**config.mk**
```make
export PLATFORM = sky130hd
export DESIGN_NAME = adcv_averager
export DESIGN_NICKNAME = d
export VERILOG_FILES = /design/src/rtl/adcv_averager.sv
export SDC_FILE = /design/constraint.sdc
export NUM_CORES = 1
export LEC_CHECK = 0
export BUFFER_PORTS_ARGS = -buffer_cell sky130_fd_sc_hd__buf_2
export CAP_MARGIN = 5
export CORE_MARGIN = 2
export CORE_UTILIZATION = 51
export DETAILED_ROUTE_END_ITERATION = 10
export PLACE_DENSITY = 0.75
export SLEW_MARGIN = 0
export SYNTH_ARGS = -nofsm -noshare
export SYNTH_HDL_FRONTEND = slang
export SYNTH_SLANG_ARGS = --single-unit
export TNS_END_PERCENT = 100
```
**constraint.sdc**
```tcl
create_clock -name clock -period 2.2 [get_ports clock]
set_input_delay 0.11 -clock clock [delete_from_list [all_inputs] [get_ports clock]]
set_output_delay 0.11 -clock clock [all_outputs]
set_load 0.005 [all_outputs]
```
**src/rtl/adcv_averager.sv**
```systemverilog
// Decimating boxcar averager for the ramp-ADC output stream.
// Averages 2^LOG2_N codes with round-half-up and hands the mean out via a one-deep valid/ready buffer.
module adcv_averager #(
  parameter int unsigned DATA_BITS = 7,
  parameter int unsigned LOG2_N    = 4
) (
  input  logic                 clock,
  input  logic                 reset,
  input  logic                 enable,
  input  logic [DATA_BITS-1:0] sample_in,
  input  logic                 sample_valid,
  output logic [DATA_BITS-1:0] avg_out,
  output logic                 avg_valid,
  input  logic                 avg_ready,
  output logic [7:0]           overrun_count
);

  localparam int unsigned ACC_W   = DATA_BITS + LOG2_N;
  localparam int unsigned SUM_W   = ACC_W + 1;
  localparam int unsigned CNT_W   = (LOG2_N == 0) ? 1 : LOG2_N;
  localparam int unsigned N       = 1 << LOG2_N;
  localparam int unsigned LAST    = N - 1;
  localparam int unsigned HALF    = N >> 1;
  localparam logic [7:0]  OVR_MAX = 8'hFF;

  logic [ACC_W-1:0]     acc, acc_n;
  logic [CNT_W-1:0]     cnt, cnt_n;
  logic [DATA_BITS-1:0] avg_out_n;
  logic                 avg_valid_n;
  logic [7:0]           overrun_count_n;

  logic                 accept_c;
  logic                 complete_c;
  logic                 can_load_c;
  logic [SUM_W-1:0]     sum_c;
  logic [DATA_BITS-1:0] result_c;

  // Window arithmetic; with LOG2_N=0 HALF is 0 and the shift is a pass-through.
  always_comb begin
    accept_c   = enable & sample_valid;
    complete_c = accept_c & (cnt == CNT_W'(LAST));
    can_load_c = ~avg_valid | avg_ready;
    sum_c      = SUM_W'(acc) + SUM_W'(sample_in);
    result_c   = DATA_BITS'((sum_c + SUM_W'(HALF)) >> LOG2_N);
  end

  // Next-state for accumulator, output buffer and overrun counter.
  always_comb begin
    acc_n           = acc;
    cnt_n           = cnt;
    avg_out_n       = avg_out;
    avg_valid_n     = avg_valid;
    overrun_count_n = overrun_count;

    if (!enable) begin
      acc_n = '0;
      cnt_n = '0;
    end else if (accept_c) begin
      if (complete_c) begin
        acc_n = '0;
        cnt_n = '0;
      end else begin
        acc_n = acc + ACC_W'(sample_in);
        cnt_n = cnt + CNT_W'(1);
      end
    end

    if (complete_c && can_load_c) begin
      avg_out_n   = result_c;
      avg_valid_n = 1'b1;
    end else if (avg_valid && avg_ready) begin
      avg_valid_n = 1'b0;
    end

    // A completed window with a stalled, occupied buffer is dropped.
    if (complete_c && !can_load_c && overrun_count != OVR_MAX) begin
      overrun_count_n = overrun_count + 8'd1;
    end
  end

  always_ff @(posedge clock or negedge reset) begin
    if (!reset) begin
      acc           <= '0;
      cnt           <= '0;
      avg_out       <= '0;
      avg_valid     <= 1'b0;
      overrun_count <= '0;
    end else begin
      acc           <= acc_n;
      cnt           <= cnt_n;
      avg_out       <= avg_out_n;
      avg_valid     <= avg_valid_n;
      overrun_count <= overrun_count_n;
    end
  end

endmodule

```
==> flow_metrics.tcl, run 1 <==
set metrics [dict create \
    status "finished, violations left" \
    violations "setup timing" \
    setup_tns_ns -0.251 \
    rows 22 \
    grt_usage_pct 21.8 \
    critPathKind "reg -> reg" \
    worstPathBufferInverterCount 0 \
    synth_area_mm2 0.00200 \
    grt_pass1_wl_um 7190 \
    fmax_ghz 0.426 \
    drt_iter0_drc 54 \
    path_depth 7 \
    ys_types 41 \
    finalCriticalPeriod_ns 2.35 \
    setup_violations 3 \
    maxSlewHeadroom_pct 54.2 \
    synth.area.top_cells "dfrtp_1 39%, ha_1 10%, xnor2_1 5.3%" \
    yosysSeqAreaShare_pct 38.8 \
    cp.required_ns 2.36 \
    synthDominantCellAreaShare_pct 38.8 \
    die_y_um 66.6 \
    drv_cap 0 \
    placed_cells 291 \
    rsz0062_at_grt "true" \
    critPathMaxFanout 5 \
    avgViaCountPerCell 5.34 \
    clock-sinks 31 \
    power_w 0.00142 \
    initial_utilization_pct 53.8 \
    detail-route-antenna-nets 0 \
    grt_max_degree 32 \
    vias 1608 \
    end_kind "flop" \
    worst_slack_ns -0.149 \
    grt_util_met3_pct 4.05 \
    drt_wl_total_um 4190 \
    critical_path.top_delay_family "adder cells" \
    num-fill-cells 321 \
    hp-class "in -> reg" \
    cts_tree "built" \
    die_x_um 66.6 \
    cp_cell_sequence "ha_2 > fa_2 > or3b_1 > a32oi_2 > o31ai_2 > o21a_1 > o31a_1" \
    cts_made_buffers 5 \
    synth_common_cells "31 x dfrtp_1, 23 x nand2_1, 20 x inv_1, 20 x o21ai_0, 16 x ha_1" \
    ir_drop_uv 335 \
    met2_usage_pct 35.3 \
    syn_inst 205 \
    synth-async-reset-ratio_pct 100 \
    fin_cells 301 \
    multi_input_area_mm2 0.00116 \
    leakage_nw 1.20 \
    ios 28 \
    wire_per_inst_um 13.9 \
    antenna_found_initial 0 \
    insertion_delay_ns 0.28 \
    cts.path.max_buffers 2 \
    drc_errors 0 \
    hpwl_um 3200 \
    drive_gt1_share_pct 24.5 \
    synthesis.nets 238 \
    slowest_stage "fa_2" \
    dr.pass1.iters 4 \
    hold_viol 0 \
    cts.clk_slew.worst_paths_ns 0.06 \
    use_met1_pct 28.0 \
    cts_root_buffer "clkbuf_8" \
    critPathArrivalTime_ns 2.51 \
    synth_top_area_cell "dfrtp_1" \
    grt_busiest_layer "met2" \
    synth_edf_count 0 \
    yosysMostFrequentCell "dfrtp_1" \
    diodes 0 \
    worst_setup_path_start_kind "flop" \
    ff2ff_path_depth 7 \
    skew_ns 0.00684 \
    h-tree-depth 2 \
    final_nets 285 \
    syn2layout_area_growth_pct 20.7 \
    place.gp.congestion 0.854 \
    holdWs_ns 0.139 \
    ys_ff_latch 31 \
    min_path_cells 2 \
    tightestPinTransition_ns 0.687 \
    die_area_mm2 0.00444 \
    coreArea_mm2 0.00372 \
    drv_slew 0 \
    power_density_mw_per_mm2 590 \
    postSynthAreaPerCell_um2 9.75 \
    ys.warnings.count 0 \
    ys.flop_type "dfrtp_1" \
    seq_area_um2 776 \
    finalCritPeriodShare_pct 107 \
    grt.overflow.total 0 \
    preCtsSetupSlack_ns -0.157 \
    slowest_delay_ns 0.56 \
    portBuffers 27 \
    grt_pass1_vias 1570 \
]
==> stage by stage <==
step	util, %	instance area [µm²]
2_1_floorplan	-	2000
3_3_place_gp	61.8	2300
3_5_place_dp	61.8	2300
4_1_cts	64.6	2400
5_1_grt	64.9	2410
6_report	64.9	2410
==> metal layers <==
metal | share of wire [%] | vias to the layer above | wire length (µm)
met5 | 0 | - | 0
met4 | 2.6 | 0 | 108
met3 | 3.1 | 11 | 131
met2 | 48 | 31 | 2000
met1 | 47 | 761 | 1950
li1 | - | 805 | -
==> final cells by class <==
| cell class | instances | share of cell area [%] |
|---|---|---|
| well taps | 48 | 2.49 |
| clock buffers | 7 | 3.16 |
| repair buffers | 44 | 11.0 |
| multi-input cells | 150 | 47.9 |
| clock inverters | 1 | 0.207 |
| inverters | 20 | 3.11 |
| flip-flops and latches | 31 | 32.1 |
==> layout by cell type (no fill, tap or decap), drive strengths merged <==
cell type / instances
and2: 3
a31oi: 4
a31o: 1
nand2b: 3
nor2: 5
inv: 20
buf: 43
and3: 5
nand4: 5
mux2: 1
nor4bb: 1
dfrtp: 31
nor3b: 1
or3b: 1
clkbuf: 7
o31ai: 4
a311oi: 1
dlygate4sd3: 1
xor2: 8
xnor2: 12
o211ai: 2
fa: 5
ha: 16
a21oi: 3
mux2i: 1
o21a: 1
a32oi: 1
nand3b: 3
clkinv: 1
nand2: 23
a22o: 1
o31a: 1
o21ai: 21
a211o: 4
nor3: 3
maj3: 1
nand3: 6
nor2b: 2
or3: 1
==> worst register-to-register path, delay by kind of cell (launching register included) <==
family	cells	cell delay [ns]
adder cells (fa/ha/maj)	2	0.75
AO/OA/AOI/OAI	4	0.74
AND/OR/NAND/NOR	1	0.36
flip-flops	1	0.38
==> power breakdown <==
| group | total [W] | leakage (nW) | switching, W | internal [W] |
|---|---|---|---|---|
| clock | 0.000430 | 0.0422 | 0.000208 | 0.000222 |
| sequential | 0.000611 | 0.427 | 0.0000193 | 0.000591 |
| combinational | 0.000383 | 0.729 | 0.000195 | 0.000188 |
| total | 0.00142 | 1.20 | 0.000422 | 0.00100 |
==> registers in the layout (all words and copies together) (netlist names) <==
register       flops
overrun_count      8
avg_out            7
acc               11
cnt                4
avg_valid          1
==> logic make-up (layout without fill, tap and decap cells) <==
family	after synthesis	after routing	share of synthesized area [%]
buffers and inverters	24	72	4.57
adders and majority gates	22	22	15.5
AOI/OAI and AO/OA	44	44	15.4
DFF	31	31	38.8
muxes	2	2	1.06
xor gates and xnor gates	20	20	8.76
and+or+nand+nor	62	62	15.9
==> worst paths after layout <==
kind	from	end	slack, ns
worst max-delay path	acc[5]$_DFFE_PN0P_	avg_out[6]$_DFFE_PN0P_	-0.15
worst min-delay path	enable	cnt[1]$_DFFE_PN0P_	0.14
worst max register to register	acc[5]$_DFFE_PN0P_	avg_out[6]$_DFFE_PN0P_	-0.15
worst min register to register	avg_out[5]$_DFFE_PN0P_	avg_out[5]$_DFFE_PN0P_	0.48
max in group asynchronous	reset	cnt[1]$_DFFE_PN0P_	1.34
min in group asynchronous	reset	avg_out[0]$_DFFE_PN0P_	0.41
==> what timing repair did <==
item / 4_1_cts / 5_1_grt
hold endpoints to repair: 31 / 0
setup buffers: 1 / 1
gates resized for setup: 4 / 2
pin swaps: 2 / 1
endpoints found under the setup margin: 4 / 8
hold buffers: 1 / 0
No activity file was read; power rests on OpenSTA's default activity.
==> run 2: changes to the inputs <==
- CORE_UTILIZATION: 51 -> 54
- CTS_BUF_LIST: default -> sky130_fd_sc_hd__clkbuf_8
- PLACE_DENSITY: 0.75 -> 0.79
- SKIP_LAST_GASP: default -> 1
==> flow_metrics.tcl, run 2 (synthesized netlist as in run 1, its figures left out) <==
set metrics [dict create \
    slowest_delay_ns 0.57 \
    drv_slew 0 \
    drt_iter0_drc 96 \
    final_cell_mix "31 x dfrtp_1, 27 x buf_2, 23 x nand2_1" \
    worst_setup_path_start_kind "flop" \
    hp-class "in -> reg" \
    ios 28 \
    finalCriticalPeriod_ns 2.40 \
    finalCritPeriodShare_pct 109 \
    diodes 0 \
    clock-sinks 31 \
    power_density_mw_per_mm2 588 \
    tightestPinTransition_ns 0.686 \
    grt_pass1_wl_um 6890 \
    maxSlewHeadroom_pct 54.3 \
    ir_drop_uv 329 \
    h-tree-depth 2 \
    wire_per_inst_um 13.4 \
    grt_max_degree 32 \
    largest_register_ffs 11 \
    place.gp.congestion 0.812 \
    setup_violations 4 \
    die_y_um 64.9 \
    slowest_stage "fa_2" \
    die_area_mm2 0.00421 \
    critPathArrivalTime_ns 2.56 \
    antenna_found_initial 0 \
    setup_tns_ns -0.436 \
    violations "setup timing" \
    rows 22 \
    fmax_ghz 0.417 \
    detail-route-antenna-nets 0 \
    cts.path.max_buffers 2 \
    rsz0062_at_grt "true" \
    skew_ns 0.00633 \
    final_common_cell "dfrtp_1" \
    cp.required_ns 2.37 \
    die_x_um 64.9 \
    drt_wl_total_um 4010 \
    end_kind "flop" \
    cts_tree "built" \
    grt_usage_pct 21.0 \
    grt.overflow.total 0 \
    final_nets 284 \
    critPathKind "reg -> reg" \
    leakage_nw 1.20 \
    avgViaCountPerCell 5.38 \
    hpwl_um 3010 \
    vias 1614 \
    largestRegisters "acc: 11 flops, overrun_count: 8 flops, avg_out: 7 flops" \
    worst_slack_ns -0.198 \
    drive_gt1_share_pct 24.2 \
    status "finished, violations left" \
    cts.clk_slew.worst_paths_ns 0.07 \
    cts_made_buffers 5 \
    critPathMaxFanout 5 \
    syn2layout_area_growth_pct 20.3 \
    drc_errors 0 \
    dr.pass1.iters 4 \
    largest-register "acc" \
    initial_utilization_pct 55.4 \
    drv_cap 0 \
    coreArea_mm2 0.00361 \
    insertion_delay_ns 0.28 \
    portBuffers 27 \
    grt_pass1_vias 1520 \
    hold_viol 0 \
    cts_root_buffer "clkbuf_8" \
    utilization_pct 66.7 \
    cp_cell_sequence "ha_2 > fa_2 > or3b_4 > a32oi_2 > o31ai_2 > o21a_1 > o31a_1" \
    power_w 0.00141 \
]
==> run 2: cell types whose count changed in the layout (fill, tap and decap cells not counted) <==
cell,change
clkbuf_1,-2
inv_1,+2
a21oi_1,+1
a21oi_2,-1
buf_4,-1
or3b_1,-1
or3b_4,+1
==> run 2: cell type report <==
| type | count | area [µm²] |
|---|---|---|
| Clock inverter | 3 | 12.5 |
| Sequential cell | 31 | 776 |
| Inverter | 20 | 75.1 |
| Tap cell | 48 | 60.1 |
| Clock buffer | 5 | 68.8 |
| Multi-Input combinational cell | 150 | 1150 |
| Timing Repair Buffer | 43 | 258 |
| Fill cell | 287 | 1200 |
==> run 2: where the power goes <==
part / switching [W] / internal, W
sequential: 0.0000194 / 0.000592
clock: 0.000204 / 0.000212
combinational: 0.000195 / 0.000190
total: 0.000419 / 0.000994
==> run 2: path summary, 6_finish.rpt <==
kind | startpoint | endpoint | slack [ns] | cells after the start
max | acc[5]$_DFFE_PN0P_ | avg_out[6]$_DFFE_PN0P_ | -0.20 | 7
min | enable | cnt[1]$_DFFE_PN0P_ | 0.13 | 2
max reg2reg | acc[5]$_DFFE_PN0P_ | avg_out[6]$_DFFE_PN0P_ | -0.20 | 7
min reg2reg | avg_out[1]$_DFFE_PN0P_ | avg_out[1]$_DFFE_PN0P_ | 0.47 | 2
max in group asynchronous | reset | overrun_count[5]$_DFFE_PN0P_ | 1.36 | 2
min in group asynchronous | reset | acc[4]$_DFFE_PN0P_ | 0.40 | 2
==> run 2: stage by stage <==
stage                     std cells  area, µm²  worst slack (ns)  hold WS [ns]
final                           300       2400            -0.198         0.125
after detailed placement        289       2280            -0.225         0.193
after CTS                       299       2400            -0.217         0.121
after global routing            300       2400            -0.288         0.132
after floorplan                 205       2000            -0.172        -0.186
after global placement          289       2280            -0.116         0.184
==> run 2: timing repair <==
item,in CTS,in global routing
buffers inserted,2,1
endpoints found under the hold margin,31,0
gates resized for setup,6,0
cloned,0,0
endpoints found under the setup margin,4,6
pin swaps,1,0
hold buffers,1,0
==> run 2: critical path, delay by kind of cell (launching register included) <==
family	cells	cell delay [ns]
adders and majority gates	2	0.76
AOI/OAI and AO/OA	4	0.74
DFF	1	0.39
and+or+nand+nor	1	0.39
==> run 2: layer usage <==
| layer | up-vias | track usage [%] | share of wire, % | wire length [µm] |
|---|---|---|---|---|
| li1 | 803 | - | - | - |
| met1 | 769 | 28.5 | 46 | 1860 |
| met2 | 34 | 34.0 | 49 | 1960 |
| met3 | 8 | 4.17 | 3.3 | 134 |
| met4 | 0 | 6.38 | 1.4 | 55 |
| met5 | - | 0 | 0 | 0 |
==> run 3: changes to the inputs <==
- BUFFER_PORTS_ARGS: -buffer_cell sky130_fd_sc_hd__buf_2 -> default
- CORE_UTILIZATION: 54 -> 55
- DONT_BUFFER_PORTS: default -> 1
- PLACE_DENSITY: 0.79 -> 0.73
- RECOVER_POWER: default -> 50
==> flow_metrics.tcl, run 3 (synthesized netlist as in run 1, its figures left out) <==
set metrics [dict create \
    skew_ns 0.00620 \
    largest-register "acc" \
    antenna_found_initial 0 \
    initial_utilization_pct 58.5 \
    intPower_w 0.00106 \
    grt_max_degree 32 \
    sw_frac_of_total_pct 29.2 \
    largest_register_ffs 11 \
    cts.path.max_buffers 2 \
    critPathArrivalTime_ns 2.57 \
    cp.required_ns 2.38 \
    fmax_ghz 0.418 \
    cts_made_buffers 5 \
    drt_wl_total_um 3990 \
    insertion_delay_ns 0.29 \
    rsz0062_at_grt "true" \
    diodes 0 \
    cts_root_buffer "clkbuf_8" \
    power_density_mw_per_mm2 645 \
    grt.overflow.total 0 \
    drc_errors 0 \
    grt_usage_pct 22.1 \
    hp-class "in -> reg" \
    holdWs_ns 0.00758 \
    finalCriticalPeriod_ns 2.39 \
    die_x_um 64.3 \
    setup_tns_ns -0.542 \
    vias 1573 \
    largestRegisters "acc: 11 flops, overrun_count: 8 flops, avg_out: 7 flops" \
    power_frac_comb_pct 25.2 \
    leakage_nw 1.08 \
    die_area_mm2 0.00413 \
    critPathKind "reg -> reg" \
    place.gp.congestion 0.898 \
    power_frac_clock_pct 34.0 \
    final_cell_mix "31 x dfrtp_1, 23 x nand2_1, 19 x inv_1, 19 x o21ai_0" \
    drv_cap 1 \
    drv_slew 32 \
    final_common_cell "dfrtp_1" \
    drt_iter0_drc 68 \
    final_nets 259 \
    hpwl_um 2860 \
    hold_viol 0 \
    design_area_mm2 0.00232 \
    drive_gt1_share_pct 15.4 \
    violations "capacitance limit, slew limit, setup timing" \
    setup_violations 4 \
    tightestPinTransition_ns 1.67 \
    dr.pass1.iters 4 \
    detail-route-antenna-nets 0 \
    portBuffers 0 \
    grt_pass1_vias 1589 \
    ios 28 \
    grt_pass1_wl_um 7080 \
    syn2layout_area_growth_pct 16.1 \
    rows 21 \
    die_y_um 64.3 \
    cts_tree "built" \
    dpl-instance-area_mm2 0.00214 \
    status "finished, violations left" \
    preCtsSetupSlack_ns -0.192 \
    avgViaCountPerCell 5.76 \
    worst_slack_ns -0.191 \
    placed_cells 259 \
    finalCritPeriodShare_pct 109 \
    end_kind "flop" \
    p_seq_share_pct 40.8 \
    ir_drop_uv 388 \
    cts.clk_slew.worst_paths_ns 0.07 \
    p_sw_w 0.000437 \
    clock-sinks 31 \
    h-tree-depth 2 \
    worst_setup_path_start_kind "flop" \
    wire_per_inst_um 14.6 \
    critPathMaxFanout 3 \
    maxSlewHeadroom_pct -11.6 \
    fin_cells 273 \
    coreArea_mm2 0.00342 \
]
run 3: power by group through the flow:
stage,Clock [W],Combinational (W),Sequential [W]
finish,0.000509,0.000377,0.000611
CTS,0.000518,0.000369,0.000610
global placement,0,0.000308,0.000619
global route,0.000548,0.000422,0.000614
floorplan,0,0.000238,0.000617
detailed placement,0,0.000323,0.000621
run 3: timing repair:
action / in CTS / in global routing
resized for setup: 8 / 1
setup buffers: 1 / 2
pin swaps: 3 / 8
hold endpoints to repair: 33 / 0
cloned: 0 / 0
endpoints found under the setup margin: 4 / 5
hold buffers: 3 / 0
run 3: stage by stage:
stage	total power (W)	utilization, %
2_1_floorplan	0.000855	-
3_3_place_gp	0.000927	62.5
3_5_place_dp	0.000944	62.5
4_1_cts	0.00150	68.0
5_1_grt	0.00158	67.9
6_report	0.00150	67.9
run 3: path summary, 6_finish.rpt:
path | startpoint | end | slack (ns) | cells past startpoint
min reg2reg | acc[4]$_DFFE_PN0P_ | acc[4]$_DFFE_PN0P_ | 0.50 | 2
max in group asynchronous | reset | overrun_count[4]$_DFFE_PN0P_ | 0.42 | 2
min in group asynchronous | reset | avg_out[2]$_DFFE_PN0P_ | 0.80 | 2
max | acc[5]$_DFFE_PN0P_ | avg_out[6]$_DFFE_PN0P_ | -0.19 | 8
min | sample_valid | cnt[1]$_DFFE_PN0P_ | 0.008 | 2
max reg2reg | acc[5]$_DFFE_PN0P_ | avg_out[6]$_DFFE_PN0P_ | -0.19 | 8
run 3: critical path, stage by stage (launching register included):
cell,delay [ns]
dfrtp_1,0.39
ha_2,0.19
fa_1,0.46
buf_4,0.16
buf_4,0.14
a211o_4,0.34
o31ai_4,0.26
nor3_1,0.07
o31a_1,0.27
run 3: final cells by class:
cell class,instances,area [µm²]
multi-input combinational,150,1170
fill,284,1090
sequential,31,776
timing repair buffer,18,140
clock buffer,7,96.3
inverter,20,75.1
tap,46,57.6
clock inverter,1,7.51
run 3: per-layer routing:
metal / global-route usage [%] / wire [µm] / up-vias
li1: - / - / 753
met1: 26.3 / 1620 / 765
met2: 37.9 / 2050 / 51
met3: 7.04 / 277 / 4
met4: 7.18 / 38 / 0
met5: 0 / 0 / -
